**config.mk**
```make
export PLATFORM = sky130hd
export DESIGN_NAME = spi_rom_reader
export DESIGN_NICKNAME = d
export VERILOG_FILES = /design/src/rtl/spi_rom_reader.sv
export SDC_FILE = /design/constraint.sdc
export NUM_CORES = 1
export LEC_CHECK = 0
export BUFFER_PORTS_ARGS = -buffer_cell sky130_fd_sc_hd__buf_2
export CELL_PAD_IN_SITES_DETAIL_PLACEMENT = 0
export CELL_PAD_IN_SITES_GLOBAL_PLACEMENT = 1
export CORE_MARGIN = 8
export CORE_UTILIZATION = 46
export CTS_BUF_LIST = sky130_fd_sc_hd__clkbuf_8
export DETAILED_ROUTE_END_ITERATION = 7
export PLACE_DENSITY = 0.91
export SYNTH_ARGS = -nofsm -noshare
export SYNTH_HDL_FRONTEND = slang
export SYNTH_SLANG_ARGS = --single-unit
```
**constraint.sdc**
```tcl
create_clock -name CLK -period 2.35 [get_ports CLK]
set_input_delay 0.47 -clock CLK [delete_from_list [all_inputs] [get_ports CLK]]
set_output_delay 0.47 -clock CLK [all_outputs]
set_load 0.03 [all_outputs]
```
**src/rtl/spi_rom_reader.sv**
```systemverilog
// spi_rom_reader: boot-ROM longword reads from SPI NOR flash, with chip-select hold for streaming and a one-longword cache
module spi_rom_reader #(
  parameter logic [7:0] READ_CMD = 8'h03,
  parameter int IDLE_HOLD = 64,
  parameter int CS_HIGH_MIN = 2
) (
  input  logic        CLK,
  input  logic        RST,
  input  logic        rom_req,
  input  logic        READ,
  input  logic [21:0] ADDR,
  output logic [31:0] DOUT,
  output logic        rom_dtack,
  output logic        busy,
  output logic        SPI_CLK,
  output logic        SPI_MOSI,
  output logic        SPI_CS_n,
  input  logic        SPI_MISO
);
  typedef enum logic [2:0] {IDLE, CSHI, SHIFT, ACK, HOLD} state_t;
  state_t state;
  logic [21:0] next_addr, cache_addr, req_addr;
  logic next_valid, cache_valid, served, cold_pend, was_wr;
  logic [63:0] tx;
  logic [31:0] sh;
  logic [6:0] bits_left;
  logic [7:0] hi_cnt, hold_cnt;
  logic take, hit, seq, hi_ok, hold_out;
  always_comb begin
    take = (state == IDLE || state == HOLD) && rom_req && !served;
    hit = cache_valid && ADDR == cache_addr;
    seq = state == HOLD && next_valid && ADDR == next_addr;
    hi_ok = hi_cnt >= 8'(CS_HIGH_MIN);
    hold_out = state == HOLD && hold_cnt == 8'(IDLE_HOLD - 1);
  end
  assign busy = ~SPI_CS_n;
  always_ff @(posedge CLK) begin
    if (RST) begin
      state <= IDLE;
      SPI_CS_n <= 1'b1;
      SPI_CLK <= 1'b0;
      SPI_MOSI <= 1'b0;
      rom_dtack <= 1'b0;
      DOUT <= '0;
      sh <= '0;
      tx <= '0;
      cache_valid <= 1'b0;
      cache_addr <= '0;
      next_addr <= '0;
      next_valid <= 1'b0;
      req_addr <= '0;
      served <= 1'b0;
      cold_pend <= 1'b0;
      was_wr <= 1'b0;
      bits_left <= '0;
      hold_cnt <= '0;
      hi_cnt <= 8'(CS_HIGH_MIN);
    end else begin
      served <= rom_req && (served || take);
      hi_cnt <= SPI_CS_n ? hi_cnt + 8'(hi_cnt != 8'hFF) : 8'd0;
      hold_cnt <= hold_cnt + 8'd1;
      case (state)
        IDLE, HOLD: begin
          if (take) begin
            req_addr <= ADDR;
            was_wr <= !READ;
            tx <= {READ_CMD, ADDR, 2'b00, 32'd0};
            bits_left <= 7'd64;
            cold_pend <= 1'b1;
            if (!READ || hit) state <= ACK;
            else if (seq) begin
              tx <= '0;
              bits_left <= 7'd32;
              state <= SHIFT;
            end else if (state == HOLD) begin
              SPI_CS_n <= 1'b1;
              state <= CSHI;
            end else state <= hi_ok ? SHIFT : CSHI;
          end else if (hold_out) begin
            SPI_CS_n <= 1'b1;
            cold_pend <= 1'b0;
            state <= CSHI;
          end
        end
        CSHI: if (hi_ok) state <= cold_pend ? SHIFT : IDLE;
        SHIFT: begin
          if (SPI_CS_n) begin
            SPI_CS_n <= 1'b0;
            SPI_MOSI <= tx[63];
            tx <= {tx[62:0], 1'b0};
          end else if (!SPI_CLK) begin
            SPI_CLK <= 1'b1;
            if (bits_left <= 7'd32) sh <= {sh[30:0], SPI_MISO};
          end else begin
            SPI_CLK <= 1'b0;
            SPI_MOSI <= tx[63];
            tx <= {tx[62:0], 1'b0};
            bits_left <= bits_left - 7'd1;
            if (bits_left == 7'd1) begin
              cache_addr <= req_addr;
              cache_valid <= 1'b1;
              next_addr <= req_addr + 22'd1;
              next_valid <= ~&req_addr;
              hold_cnt <= '0;
              state <= (rom_req && served) ? ACK : HOLD;
            end
          end
        end
        ACK: begin
          if (rom_req && served) begin
            rom_dtack <= 1'b1;
            if (!rom_dtack && !was_wr) DOUT <= sh;
          end else begin
            rom_dtack <= 1'b0;
            hold_cnt <= '0;
            cold_pend <= 1'b0;
            state <= SPI_CS_n ? CSHI : HOLD;
          end
        end
        default: state <= IDLE;
      endcase
    end
  end
endmodule

```
After elaboration in Yosys (flattened, before gate mapping)
Cells that the tools add are included.
- bits in registers: 229
- input bits: 27
- output and inout bits: 37
- logic and storage cells: 130
- add/sub/neg operators: 4
- $lt $le $gt $ge: 2
- equal/unequal tests: 20
- multiplexer cells: 47
- bitwise operators: 2
- reductions and logical operators: 35
- operators with widths (kind ; number):
    2-to-1 mux 64 bit ; 3
    one-hot mux 64 bit (2 select lines) ; 1
    2-to-1 mux 58 bit ; 2
    equality test 22 bit ; 2
    2-to-1 mux 7 bit ; 5
    2-to-1 mux 8 bit ; 4
    2-to-1 mux 3 bit ; 9
    adder 22 x 1 -> 22 bit, second input constant ; 1
    AND reduction 22 bit ; 1
    one-hot mux 8 bit (2 select lines) ; 1
    != test 3 bit, second input constant ; 5
    one-hot mux 7 bit (2 select lines) ; 1
    2-to-1 mux 1 bit ; 12
    2-to-1 mux 2 bit ; 6
    != test 2 bit, second input constant ; 6
    one-hot mux 3 bit (4 select lines) ; 1
    AND reduction 4 bit ; 3
    logical AND 1 bit ; 9
    AND reduction 3 bit ; 3
    adder 8 x 1 -> 8 bit ; 1
    adder 8 x 1 -> 8 bit, second input constant ; 1
    equality test 8 x 6 -> 1 bit, second input constant ; 1
    >= comparator 8 x 2 -> 1 bit, second input constant ; 1
    != test 8 bit, second input constant ; 1
    16 further kinds ; 30

Longest topological paths before layout
- word-level depth: 7
- gate-level depth with buffers: 9
- gate-level depth less buffers: 8

Worst setup path before layout
No wires, ideal clock.
- path type: register -> register
- from: reg SPI_CS_n
- to: reg hold_cnt[2]
- library setup time: 65 ps
- arrival time: 1800 ps
- required time: 2285 ps
- setup slack: 486 ps
- stages on the path, launching flop included: 8
- path buffers: 3
- period minus slack after synthesis: 1864 ps
- cell sequence: dfxtp_1 clkbuf_1 nor2b_1 and4_1 buf_2 or3_1 clkbuf_1 nor2_1
- cells in the longest elaborated chain, start to end: 2
- RTL lines (what ; line ; RTL):
    from (decl) ; 17 ; output logic SPI_CS_n,
    from (signal assigned) ; 40 ; SPI_CS_n <= 1'b1;
    from (signal assigned) ; 76 ; SPI_CS_n <= 1'b1;
    from (signal assigned) ; 80 ; SPI_CS_n <= 1'b1;
    2-to-1 mux 8 bit ; 87 ; if (SPI_CS_n) begin
    one-hot mux 8 bit (2 select lines) ; 62 ; case (state)
    to (signal assigned) ; 61 ; hold_cnt <= hold_cnt + 8'd1;
    to (decl) ; 27 ; logic [7:0] hi_cnt, hold_cnt;
Every way passes these cells.
A chain may end at the register's enable or synchronous reset.

Worst setup path after layout
- from: reg state[1]
- to: reg bits_left[5]
- cells in the longest elaborated chain, start to end: 7
- elaborated cells on any way between the ends: 18
- classes of those cells: 5 x eq/ne; 4 x mux; 9 x reduce/logical
- RTL lines (what ; line ; RTL):
    from (decl) ; 21 ; state_t state;
    from (signal assigned) ; 78 ; end else state <= hi_ok ? SHIFT : CSHI;
    from (signal assigned) ; 85 ; CSHI: if (hi_ok) state <= cold_pend ? SHIFT : IDLE;
    from (signal assigned) ; 105 ; state <= (rom_req && served) ? ACK : HOLD;
    equality test 3 bit ; 30, 32, 62 ;
    logical AND 1 bit (2 in series) ; 32 ; seq = state == HOLD && next_valid && ADDR == next_addr;
    2-to-1 mux 7 bit ; 71 ; else if (seq) begin
    2-to-1 mux 7 bit ; 70 ; if (!READ || hit) state <= ACK;
    2-to-1 mux 7 bit ; 64 ; if (take) begin
    one-hot mux 7 bit (2 select lines) ; 62 ;
    to (signal assigned) ; 98 ; bits_left <= bits_left - 7'd1;
    to (decl) ; 26 ; logic [6:0] bits_left;
Several ways; a longest one is shown, not always the timed one. The select of a mux whose other input is x is not followed.

==> results.txt <==
Main synth FF type: dfxtp_1
IO buf count: 63
unrepaired setup endpoints after global routing: no
Max IR drop VDD: 442 uV
Hold Buf Count CTS: 0
dpl ws: -0.293 ns
CP Capture Point: bits_left[5]
GRT Total Usage: 18.1%
Die Area: 22300 um^2
MaxCap Viol Count: 0
Rel. slew slack: 56.2%
# Post-CTS Setup Buffers: 0
worst setup path startpoint: state[1]
Worst-Margin Slew: 0.655 ns
nets@finish: 1108
Worst Path Required: 2.71 ns
CP Cell Sequence: nor3b_4, buf_4, nand2_1, a21oi_1, nand3_1, a21oi_1, nor3_1
WHS: 0.225 ns
endpoint type of the worst setup path: register
Syn Std Cell Area: 8170 um^2
final slew viol count: 0
Post-DP Area: 8870 um^2
Reg clk slew, reported paths: 0.11 ns
Period minus WS final: 2.15 ns
via count: 6943
final setup fails: 0
gr ovfl total: 0
Reg2Reg Setup Slack: 0.20 ns
1st-pass router iterations: 5
IO Count: 64
Hold Path Cell Cnt: 3
H-tree Lvls: 4
crit-path max FO: 15
Post-DRT Antenna Nets: 0
Longest Clk Path Bufs: 2
clock buffer count from CTS: 17
Design Power: 7.25 mW
area growth from synthesis to layout: 13.6%
largest net degree at the start of global routing: 44
# DRC: 0
cells after synthesis: 1014
Routed Wire Length: 19.7 mm
final setup skew: 0.0171 ns
number of synthesized flops with an enable pin: 0
via/cell ratio: 5.29
CTS root buf: clkbuf_8
Leak: 3.27 nW
FILL cells: 1670
Max Fclk: 0.465 GHz
global-route wire length before repair: 32.7 mm
number of global-route vias before repair: 6419
core area: 17400 um^2
ys async rst share: 0%
Fin. Hold Viols: 0
Setup WS post-layout: 0.200 ns
Starting Density: 47.1%
Worst Setup Path Type: register to register
net count after synthesis: 1047
Design Area, Final: 9280 um^2
FF-to-FF End: bits_left[5]
initial antenna violation count: 0
Netlist cell types: 47
GP Congestion: 0.832
Worst Path Arrival: 2.51 ns
cell mode on critical path: a21oi_1
Sink Count: 195
status: complete, no violations
Die Y: 149 um
layout cells sized above 1: 13.3%
CP Launch Type: register
Chip Width: 149 um
Final HPWL DP: 13.6 mm
DR WL/cell: 15.0 um
Resized cells post-CTS: 1
reg2reg start: state[1]
DRT iter0 DRCs: 604
worst skew pair latency: 0.48 ns
post-synthesis sequential area ratio: 47.8%
num rows: 48
worst min path class: primary input to register
CP peak stage delay: 0.49 ns
CTS tree: yes
pwr/cell area: 781 nW/um^2
Reg2Reg Depth: 7
ant diodes: 0
final worst path period share: 91.5%
yosys warns: 0
Mapped Avg Cell Area: 8.06 um^2
critical path's slowest cell: dfxtp_1
FF+latch count, synth: 195
==> Yosys cell counts, types with 2 or more instances <==
master	instances	area share [%]
a211oi_1	23	2.1
a21o_1	2	0.18
a21oi_1	133	8.1
a31oi_1	2	0.15
and2_1	6	0.46
and3_1	4	0.31
and4_1	2	0.21
buf_2	18	1.1
clkbuf_1	42	1.9
dfxtp_1	195	48
ha_1	6	0.92
inv_1	6	0.28
mux2i_1	22	2.7
nand2_1	275	13
nand2b_1	4	0.31
nand3_1	22	1.3
nand4_1	18	1.4
nor2_1	67	3.1
nor2b_1	2	0.15
nor3_1	11	0.67
nor3b_1	3	0.28
nor4_1	10	0.77
o21ai_0	11	0.67
o21ai_1	29	1.8
or3_1	5	0.38
xnor2_1	35	3.8
xor2_1	41	4.4
==> worst max-delay path, delay by kind of cell (launching register included) <==
kind	cells	cell delay [ns]
and+or+nand+nor	4	0.64
DFF	1	0.49
buffers and inverters	1	0.29
AOI/OAI and AO/OA	2	0.61
==> worst min-delay path by stage <==
| stage | from | endpoint | slack (ns) |
|---|---|---|---|
| after global routing | SPI_MISO | sh[0] | 0.21 |
| after floorplan | tx[34] | tx[34] | 0.42 |
| after CTS | SPI_MISO | sh[0] | 0.21 |
| final | SPI_MISO | sh[0] | 0.23 |
| after global placement | tx[42] | tx[42] | 0.43 |
| after detailed placement | tx[56] | tx[56] | 0.44 |
==> layout by cell type (no fill, tap or decap), types with 3 or more instances in the layout <==
cell type     n
a211oi_1     23
a21oi_1     133
and2_1        6
and3_1        4
buf_12        3
buf_2        62
buf_4        38
clkbuf_8     17
clkinvlp_4    3
dfxtp_1     195
ha_1          6
inv_1         6
inv_6         6
mux2i_1      22
nand2_1     275
nand2b_1      4
nand3_1      22
nand4_1      18
nor2_1       66
nor3_1       10
nor3b_1       3
nor4_1       10
o21ai_0      11
o21ai_1      28
or3_1         5
xnor2_1      35
xor2_1       41
==> sequential cells by signal, indices dropped and copies added, names as in the netlist, 8 cells and up <==
name / flops
req_addr: 22
next_addr: 22
cache_addr: 22
sh: 32
hi_cnt: 8
DOUT: 32
tx: 30
hold_cnt: 8
==> cell type report <==
| class | instances | area, um^2 | share of cell area [%] |
|---|---|---|---|
| well taps | 225 | 282 | 3.03 |
| multi-input cells | 752 | 4020 | 43.3 |
| clock inverters | 15 | 165 | 1.78 |
| repair buffers | 103 | 656 | 7.07 |
| clock buffers | 17 | 234 | 2.52 |
| inverters | 6 | 22.5 | 0.243 |
| flip-flops and latches | 195 | 3900 | 42.1 |
==> metal layers <==
layer  GRT usage [%]  share of wire, %  up-vias
met4            6.66               2.2        0
met2            28.4                47      159
met5               0                 0        -
met1            23.9                46     3224
met3            4.10               4.9       29
li1                -                 -     3531
==> cells by family after synthesis <==
group | after synthesis | synth area share [%]
muxes | 22 | 2.70
DFF | 195 | 47.8
and+or+nand+nor | 438 | 23.0
AOI/OAI and AO/OA | 210 | 14.1
xor gates and xnor gates | 76 | 8.15
buffers and inverters | 67 | 3.40
adders and majority gates | 6 | 0.919
==> stage by stage <==
stage	util [%]	instances	TNS (ns)
after floorplan	-	1014	0
after global placement	51.1	1281	-5.31
after detailed placement	51.1	1281	-6.19
after CTS	53.5	1313	0
after global routing	53.5	1313	0
final	53.5	1313	0
==> power by group <==
part | total (mW) | switching, mW | internal, mW
Clock | 2.20 | 1.32 | 0.887
Sequential | 3.79 | 0.244 | 3.55
Combinational | 1.25 | 0.785 | 0.465
Power figures use the tool's default switching activity.
